$ cat src/rtl/poly_codec_pkg.sv
// Shared polynomial codec definitions, used by the decoder here and by the
// encoder side of the datapath.
//   coeff_width : width of one scaled coefficient (OUTPUT_WIDTH + SCALE_FACTOR)
//   beats       : output beats per frame (POLY_SIZE / LANES)
//   idx_width   : width of a beat index, never less than 1 bit
//   state_t     : decoder control states
package poly_codec_pkg;

   typedef enum logic {IDLE, DRAIN} state_t;

   function automatic int coeff_width(input int output_width, input int scale_factor);
      return output_width + scale_factor;
   endfunction

   function automatic int beats(input int poly_size, input int lanes);
      return poly_size / lanes;
   endfunction

   function automatic int idx_width(input int n);
      return (n <= 1) ? 1 : $clog2(n);
   endfunction

endpackage

$ cat src/rtl/poly_stream_decoder_if.sv
// Handshake bundle for poly_stream_decoder: frame input channel and beat
// output channel, each with its own valid/ready pair.
//   in_valid/in_ready/in_coeff                 : one full frame per handshake
//   out_valid/out_ready/out_data/out_idx/
//   out_last/out_sat                           : one beat of LANES words per handshake
// Modports: slave = decoder side, master = producer/sink side.
interface poly_stream_decoder_if
   import poly_codec_pkg::*;
#(
   parameter int POLY_SIZE    = 16,
   parameter int OUTPUT_WIDTH = 16,
   parameter int SCALE_FACTOR = 2,
   parameter int LANES        = 1
);
   localparam int CW    = coeff_width(OUTPUT_WIDTH, SCALE_FACTOR);
   localparam int IDX_W = idx_width(beats(POLY_SIZE, LANES));

   logic                          in_valid;
   logic                          in_ready;
   logic [CW*POLY_SIZE-1:0]       in_coeff;
   logic                          out_valid;
   logic                          out_ready;
   logic [LANES*OUTPUT_WIDTH-1:0] out_data;
   logic [IDX_W-1:0]              out_idx;
   logic                          out_last;
   logic                          out_sat;

   modport slave (
      input  in_valid, in_coeff, out_ready,
      output in_ready, out_valid, out_data, out_idx, out_last, out_sat
   );

   modport master (
      output in_valid, in_coeff, out_ready,
      input  in_ready, out_valid, out_data, out_idx, out_last, out_sat
   );

endinterface

$ cat src/rtl/poly_coeff_rescale.sv
// One decoder lane: reverse-scales a single coefficient by SCALE_FACTOR.
// Default build truncates (coeff >> SCALE_FACTOR). With DEC_ROUND_EN defined
// the lane rounds half-up and saturates to all-ones on overflow.
//   coeff : scaled coefficient, CW = OUTPUT_WIDTH + SCALE_FACTOR bits
//   word  : decoded OUTPUT_WIDTH-bit word
//   sat   : word was clamped (always 0 unless DEC_ROUND_EN)
// Optional macro: DEC_ROUND_EN.
module poly_coeff_rescale
   import poly_codec_pkg::*;
#(
   parameter  int OUTPUT_WIDTH = 16,
   parameter  int SCALE_FACTOR = 2,
   localparam int CW           = coeff_width(OUTPUT_WIDTH, SCALE_FACTOR)
) (
   input  logic [CW-1:0]           coeff,
   output logic [OUTPUT_WIDTH-1:0] word,
   output logic                    sat
);

`ifdef DEC_ROUND_EN
   // Adding 2^(SF-1) before shifting carries into the kept bits exactly when
   // bit SF-1 of the coefficient is set, so only the kept bits need an adder.
   function automatic logic [OUTPUT_WIDTH:0] round_half_up(
      input logic [OUTPUT_WIDTH-1:0] upper,
      input logic                    half_bit
   );
      return {1'b0, upper} + {{OUTPUT_WIDTH{1'b0}}, half_bit};
   endfunction

   function automatic logic [OUTPUT_WIDTH-1:0] saturate(input logic [OUTPUT_WIDTH:0] r);
      return r[OUTPUT_WIDTH] ? {OUTPUT_WIDTH{1'b1}} : r[OUTPUT_WIDTH-1:0];
   endfunction
`endif

   generate
      if (SCALE_FACTOR == 0) begin : g_pass
         assign word = coeff;
         assign sat  = 1'b0;
      end else begin : g_scale
         // Fraction bits only feed the rounding carry, if anything.
         logic unused_frac;
         assign unused_frac = ^coeff[SCALE_FACTOR-1:0];
`ifdef DEC_ROUND_EN
         logic [OUTPUT_WIDTH:0] rounded;
         assign rounded = round_half_up(coeff[CW-1:SCALE_FACTOR], coeff[SCALE_FACTOR-1]);
         assign word    = saturate(rounded);
         assign sat     = rounded[OUTPUT_WIDTH];
`else
         assign word = coeff[CW-1:SCALE_FACTOR];
         assign sat  = 1'b0;
`endif
      end
   endgenerate

endmodule

$ cat src/rtl/poly_stream_decoder.sv
// Frame-buffered polynomial decoder. Accepts a full frame of POLY_SIZE scaled
// coefficients, then streams them out reverse-scaled, LANES words per beat.
// A new frame may be accepted on the last output handshake so consecutive
// frames stream with no idle cycle.
//   clk, rst_n : clock (rising edge), asynchronous active-low reset
//   bus        : poly_stream_decoder_if.slave (frame in, beats out)
// Optional macro: DEC_ROUND_EN (round-half-up + saturate per lane; out_sat).
module poly_stream_decoder
   import poly_codec_pkg::*;
#(
   parameter int POLY_SIZE    = 16,
   parameter int OUTPUT_WIDTH = 16,
   parameter int SCALE_FACTOR = 2,
   parameter int LANES        = 1
) (
   input  logic                  clk,
   input  logic                  rst_n,
   poly_stream_decoder_if.slave  bus
);
   localparam int CW    = coeff_width(OUTPUT_WIDTH, SCALE_FACTOR);
   localparam int BEATS = beats(POLY_SIZE, LANES);
   localparam int IDX_W = idx_width(BEATS);
   localparam int BW    = LANES * CW;
   localparam int DW    = LANES * OUTPUT_WIDTH;
   localparam logic [IDX_W-1:0] LAST_BEAT = IDX_W'(BEATS - 1);

   state_t           state;
   logic [IDX_W-1:0] beat;
   logic [BW-1:0]    frame_p0 [BEATS];
   logic [DW-1:0]    data_p1;
   logic             last_p1;
   logic             sat_p1;

   logic             accept;
   logic             fire;
   logic [IDX_W-1:0] beat_nxt;
   logic [BW-1:0]    src;
   logic [DW-1:0]    dec;
   logic [LANES-1:0] lane_sat;

   assign fire         = bus.out_valid && bus.out_ready;
   assign bus.in_ready = (state == IDLE) || (fire && last_p1);
   assign accept       = bus.in_valid && bus.in_ready;
   assign beat_nxt     = last_p1 ? '0 : beat + 1'b1;

   // Decoders see the incoming frame's first beat on a capture, otherwise the
   // buffered beat that follows the one currently presented.
   always_comb begin
      src = frame_p0[beat_nxt];
      if (accept) src = bus.in_coeff[BW-1:0];
   end

   genvar l;
   generate
      for (l = 0; l < LANES; l++) begin : g_lane
         poly_coeff_rescale #(
            .OUTPUT_WIDTH (OUTPUT_WIDTH),
            .SCALE_FACTOR (SCALE_FACTOR)
         ) u_rescale (
            .coeff (src[l*CW +: CW]),
            .word  (dec[l*OUTPUT_WIDTH +: OUTPUT_WIDTH]),
            .sat   (lane_sat[l])
         );
      end
   endgenerate

   // p0: frame buffer capture / p1: registered output beat
   always_ff @(posedge clk or negedge rst_n) begin
      if (!rst_n) begin
         state   <= IDLE;
         beat    <= '0;
         last_p1 <= 1'b0;
         data_p1 <= '0;
         sat_p1  <= 1'b0;
         for (int b = 0; b < BEATS; b++) frame_p0[b] <= '0;
      end else if (accept) begin
         state   <= DRAIN;
         beat    <= '0;
         last_p1 <= (BEATS == 1);
         data_p1 <= dec;
         sat_p1  <= |lane_sat;
         for (int b = 0; b < BEATS; b++) frame_p0[b] <= bus.in_coeff[b*BW +: BW];
      end else if (fire) begin
         if (last_p1) begin
            state   <= IDLE;
            beat    <= '0;
            last_p1 <= 1'b0;
            sat_p1  <= 1'b0;
         end else begin
            beat    <= beat_nxt;
            last_p1 <= (beat_nxt == LAST_BEAT);
            data_p1 <= dec;
            sat_p1  <= |lane_sat;
         end
      end
   end

   assign bus.out_valid = (state == DRAIN);
   assign bus.out_data  = data_p1;
   assign bus.out_idx   = beat;
   assign bus.out_last  = last_p1;
   assign bus.out_sat   = sat_p1;

endmodule

$ cat src/flat_wrapper.sv
// flat-port wrapper written by rule: the top's interface ports become plain ports
module poly_stream_decoder_flat import poly_codec_pkg::*;
#(
   parameter int POLY_SIZE    = 16,
   parameter int OUTPUT_WIDTH = 16,
   parameter int SCALE_FACTOR = 2,
   parameter int LANES        = 1
)
  (clk, rst_n, bus_in_valid, bus_in_coeff, bus_out_ready, bus_in_ready, bus_out_valid, bus_out_data, bus_out_idx, bus_out_last, bus_out_sat);
  poly_stream_decoder_if #(.POLY_SIZE(POLY_SIZE), .OUTPUT_WIDTH(OUTPUT_WIDTH), .SCALE_FACTOR(SCALE_FACTOR), .LANES(LANES)) bus_i ();
  input  logic clk;
  input  logic rst_n;
  input wire logic [$bits(bus_i.in_valid)-1:0] bus_in_valid;
  input wire logic [$bits(bus_i.in_coeff)-1:0] bus_in_coeff;
  input wire logic [$bits(bus_i.out_ready)-1:0] bus_out_ready;
  output wire logic [$bits(bus_i.in_ready)-1:0] bus_in_ready;
  output wire logic [$bits(bus_i.out_valid)-1:0] bus_out_valid;
  output wire logic [$bits(bus_i.out_data)-1:0] bus_out_data;
  output wire logic [$bits(bus_i.out_idx)-1:0] bus_out_idx;
  output wire logic [$bits(bus_i.out_last)-1:0] bus_out_last;
  output wire logic [$bits(bus_i.out_sat)-1:0] bus_out_sat;
  assign bus_i.in_valid = bus_in_valid;
  assign bus_i.in_coeff = bus_in_coeff;
  assign bus_i.out_ready = bus_out_ready;
  assign bus_in_ready = bus_i.in_ready;
  assign bus_out_valid = bus_i.out_valid;
  assign bus_out_data = bus_i.out_data;
  assign bus_out_idx = bus_i.out_idx;
  assign bus_out_last = bus_i.out_last;
  assign bus_out_sat = bus_i.out_sat;
  poly_stream_decoder #(.POLY_SIZE(POLY_SIZE), .OUTPUT_WIDTH(OUTPUT_WIDTH), .SCALE_FACTOR(SCALE_FACTOR), .LANES(LANES)) u_core (.clk(clk), .rst_n(rst_n), .bus(bus_i));
endmodule
$ cat config.mk
export PLATFORM = sky130hd
export DESIGN_NAME = poly_stream_decoder_flat
export DESIGN_NICKNAME = d
export VERILOG_FILES = /design/src/rtl/poly_codec_pkg.sv /design/src/rtl/poly_stream_decoder_if.sv /design/src/rtl/poly_coeff_rescale.sv /design/src/rtl/poly_stream_decoder.sv /design/src/flat_wrapper.sv
export SDC_FILE = /design/constraint.sdc
export NUM_CORES = 1
export LEC_CHECK = 0
export CAP_MARGIN = 5
export CORE_ASPECT_RATIO = 1.5
export CORE_MARGIN = 2
export CORE_UTILIZATION = 47
export CTS_BUF_LIST = sky130_fd_sc_hd__clkbuf_8
export DETAILED_ROUTE_END_ITERATION = 7
export HOLD_SLACK_MARGIN = 0.02
export PLACE_DENSITY_LB_ADDON = 0.12
export SLEW_MARGIN = 20
export SYNTH_ARGS = -nofsm -noshare
export SYNTH_HDL_FRONTEND = slang
export SYNTH_SLANG_ARGS = --single-unit
$ cat constraint.sdc
create_clock -name clk -period 1.95 [get_ports clk]
set_input_delay 0.195 -clock clk [delete_from_list [all_inputs] [get_ports clk]]
set_output_delay 0.195 -clock clk [all_outputs]
set_load 0.02 [all_outputs]
==> metrics.md <==
| Metric | Value |
|---|---|
| Worst r2r src | u_core.bus.out_idx[0] |
| Vias in the first global route | 11969 |
| Critical path buffers and inverters | 1 |
| TritonCTS Buffers | 46 |
| Rows | 74 |
| Final worst slack | -0.353 ns |
| Critical path endpoint | u_core.bus.out_data[2] |
| Die Area | 29300 um2 |
| Power Density | 1690 nW/um2 |
| Crit path required time | 2.38 ns |
| Nets | 2176 |
| Final worst-path cycle share | 1.18 |
| Endpoint of the worst register-to-register path | u_core.bus.out_data[2] |
| Ports | 316 |
| Synth unique cells | 45 |
| Leak | 0.00920 uW |
| Area growth, synth to finish | 44.5% |
| Initial Utilization | 0.481 |
| RSZ-0062 raised after global routing | yes |
| Die height | 209 um |
| Reg area | 6960 um2 |
| CTS H-tree depth | 2 |
| DRC Markers | 0 |
| Reg2reg path depth | 7 |
| Final Util | 0.695 |
| WL/cell | 19.2 um |
| Total chip power | 32100 uW |
| Ys flop type | dfrtp_1 |
| DRT Wirelength | 43400 um |
| Worst hold-check path type | primary input to async pin |
| Critical path startpoint category | flop |
| Die width | 140 um |
| Total track usage | 0.289 |
| Setup crit start | u_core.bus.out_idx[0] |
| Rel. slew slack | 0.649 |
| Area of the multi-input gates | 6110 um2 |
| Fin crit period | 2.30 ns |
| DP HPWL | 30900 um |
| Worst-case clock buffer depth | 3 |
| DR vias/cell | 5.35 |
| GRT overflow | 0 |
| Fin. Hold Viols | 0 |
| Synth Net Count | 1816 |
| Cell count after synthesis | 1523 |
| Crit-path max cell delay | 0.54 ns |
| Core area | 27300 um2 |
| CP Data Arrival Time | 2.73 ns |
| Status | finished, violations left |
| Crit path cell chain | ha_4 > xnor2_4 > nor2_4 > buf_12 > mux4_2 > a211oi_4 > o31ai_1 |
| Share of cells above drive strength 1 | 0.155 |
| Mapped Area | 13100 um2 |
| Async set or reset register ratio after synthesis | 1.00 |
| Reg2reg setup slack | -0.35 ns |
| # port buffers | 282 |
| Crit Path Max Fanout | 7 |
| Crit. End Element | flop |
| Initial antenna violation count | 3 |
| TNS Setup | -3.67 ns |
| Max Cap Violations | 0 |
| Fin Clk Skew | 0.0137 ns |
| Seq/Total Area, Yosys | 0.530 |
| CTS tree | built |
| Fmax | 434 MHz |
| Warnings from Yosys | 0 |
| CP Class | flop to flop |
| Endpoints failing setup | 16 |
| Vias | 12111 |
| Failing checks | negative setup slack |
| Slew Limit Fails | 0 |
| Clock-pin slew on the worst setup and hold paths | 0.07 ns |
| Slew @ Worst Pin | 0.525 ns |
| CTS root buf | clkbuf_8 |
| First-pass GRT wire length | 65600 um |
| Cell depth of the worst setup path | 7 |
| Iter 0 DRT Violations | 932 |
| Syn avg cell area | 8.62 um2 |
| Worst-skew pair later-pin latency | 0.57 ns |
| Clock Sinks | 278 |
| Gpl congestion | 0.975 |
| Max VDD drop | 0.000794 V |
| CP delay by family, top | multiplexers |
| Register bit total from synthesis | 278 |
| First-pass detailed-route iteration total | 5 |
| Remaining antenna violation count after routing | 0 |
| Crit-path slowest cell | mux4_2 |
| Post-synth EDFFs | 0 |
| Fillers | 2136 |
| Largest net degree at the start of global routing | 90 |
-- cell usage after synthesis (2+ instances only) --
| library cell | instances | share of area |
|---|---|---|
| o21ai_0 | 56 | 0.021 |
| dfrtp_1 | 278 | 0.53 |
| buf_4 | 5 | 0.0029 |
| mux4_2 | 4 | 0.0069 |
| o221ai_1 | 16 | 0.011 |
| nor2b_1 | 21 | 0.010 |
| mux2_2 | 11 | 0.0094 |
| a311oi_1 | 3 | 0.0020 |
| nand2_1 | 780 | 0.22 |
| buf_2 | 42 | 0.016 |
| a2111oi_0 | 9 | 0.0060 |
| nor2_1 | 5 | 0.0014 |
| a211oi_1 | 12 | 0.0069 |
| and2_1 | 2 | 0.00095 |
| buf_6 | 3 | 0.0026 |
| nand2b_1 | 3 | 0.0014 |
| o211a_1 | 7 | 0.0053 |
| o221a_2 | 4 | 0.0034 |
| o2111ai_1 | 6 | 0.0040 |
| clkbuf_1 | 51 | 0.015 |
| o31ai_1 | 11 | 0.0063 |
| a31o_2 | 2 | 0.0013 |
| a21oi_1 | 15 | 0.0057 |
| mux4_1 | 2 | 0.0040 |
| nor3b_1 | 6 | 0.0034 |
| mux2i_1 | 69 | 0.053 |
| a22oi_1 | 10 | 0.0057 |
| nand3_1 | 47 | 0.018 |
| a221oi_1 | 9 | 0.0060 |
| o211ai_1 | 12 | 0.0069 |
| buf_1 | 6 | 0.0017 |
| nor2_2 | 2 | 0.00095 |
| a22o_1 | 2 | 0.0013 |
-- cells by family (layout without fill, tap and decap cells) --
logic type / after synthesis / after routing / synth area share
compound gates: 176 / 176 / 0.0942
xor+xnor: 2 / 2 / 0.00191
fa+ha+maj: 1 / 1 / 0.000953
simple gates: 870 / 870 / 0.261
other cells: 1 / 4 / 0.000286
mux: 86 / 86 / 0.0729
flops: 278 / 278 / 0.530
buf+inv: 109 / 503 / 0.0383
-- how the worst min path moves through the flow --
stage	end	slack, ns	startpoint	depth (start not counted)
detailed placement	u_core.frame_p0[61]	0.15	rst_n	1
floorplan	u_core.bus.out_data[0]	-0.10	rst_n	0
CTS	u_core.frame_p0[61]	0.13	rst_n	2
global route	u_core.frame_p0[63]	0.15	rst_n	2
global placement	u_core.frame_p0[135]	0.15	rst_n	1
finish	u_core.frame_p0[61]	0.14	rst_n	2
-- registers in the layout, summed over array words and instances (netlist names) --
register	cells
u_core.frame_p0	256
u_core.bus.out_last	1
u_core.bus.out_valid	1
u_core.bus.out_data	16
u_core.bus.out_idx	4
-- cells in the final DEF (no fill, tap or decap), drive strengths merged, types with 2 or more instances in the layout --
cell type,count
a2111oi,9
a211oi,12
a21oi,15
a221oi,9
a22o,2
a22oi,10
a311oi,3
a31o,2
and2,2
buf,134
bufinv,5
clkbuf,65
clkdlybuf4s50,277
clkinv,3
dfrtp,278
diode,3
dlygate4sd2,3
inv,13
mux2,11
mux2i,69
mux4,6
nand2,780
nand2b,3
nand3,47
nor2,8
nor2b,21
nor3b,6
o2111ai,6
o211a,7
o211ai,12
o21ai,56
o221a,4
o221ai,16
o31ai,11
-- routing by layer --
metal  vias up  share of wire  global-route usage
met3        75          0.060              0.0474
met2       472           0.51               0.485
met4         0          0.032               0.120
li1       5748              -                   -
met5         -              0                   0
met1      5816           0.40               0.373
-- stage by stage --
step | instance area (um2) | hold slack [ns] | worst slack (ns) | cells
6_report | 19000 | 0.143 | -0.353 | 2262
5_1_grt | 19000 | 0.146 | -0.412 | 2262
4_1_cts | 18500 | 0.125 | -0.257 | 2244
3_5_place_dp | 17000 | 0.152 | -0.476 | 2144
3_3_place_gp | 17000 | 0.146 | -0.447 | 2144
2_1_floorplan | 13200 | -0.101 | -0.0865 | 1523
-- worst reg2reg max path, stage by stage (launching register included) --
cell,delay [ns]
dfrtp_4,0.49
ha_4,0.19
xnor2_4,0.17
nor2_4,0.15
buf_12,0.15
mux4_2,0.54
a211oi_4,0.37
o31ai_1,0.12
-- cell type report --
type	count	share of cell area
clock inverter	20	0.0113
multi-input combinational	1136	0.322
tap	342	0.0226
sequential	278	0.367
antenna	3	0.000396
inverter	2	0.000396
clock buffer	62	0.0450
timing repair buffer	419	0.231
-- what timing repair did --
item / in CTS / in global routing
endpoints found under the hold margin: 276 / 0
hold buffers: 1 / 0
setup endpoints to repair: 21 / 18
resized for setup: 56 / 70
cloned: 2 / 3
pin swaps: 10 / 9
buffers inserted: 16 / 12
-- power breakdown --
group          internal (uW)  switching [uW]
Combinational           7860            8180
Clock                   3490            2370
Sequential              8390            1800
No activity file was read; power rests on OpenSTA's default activity.
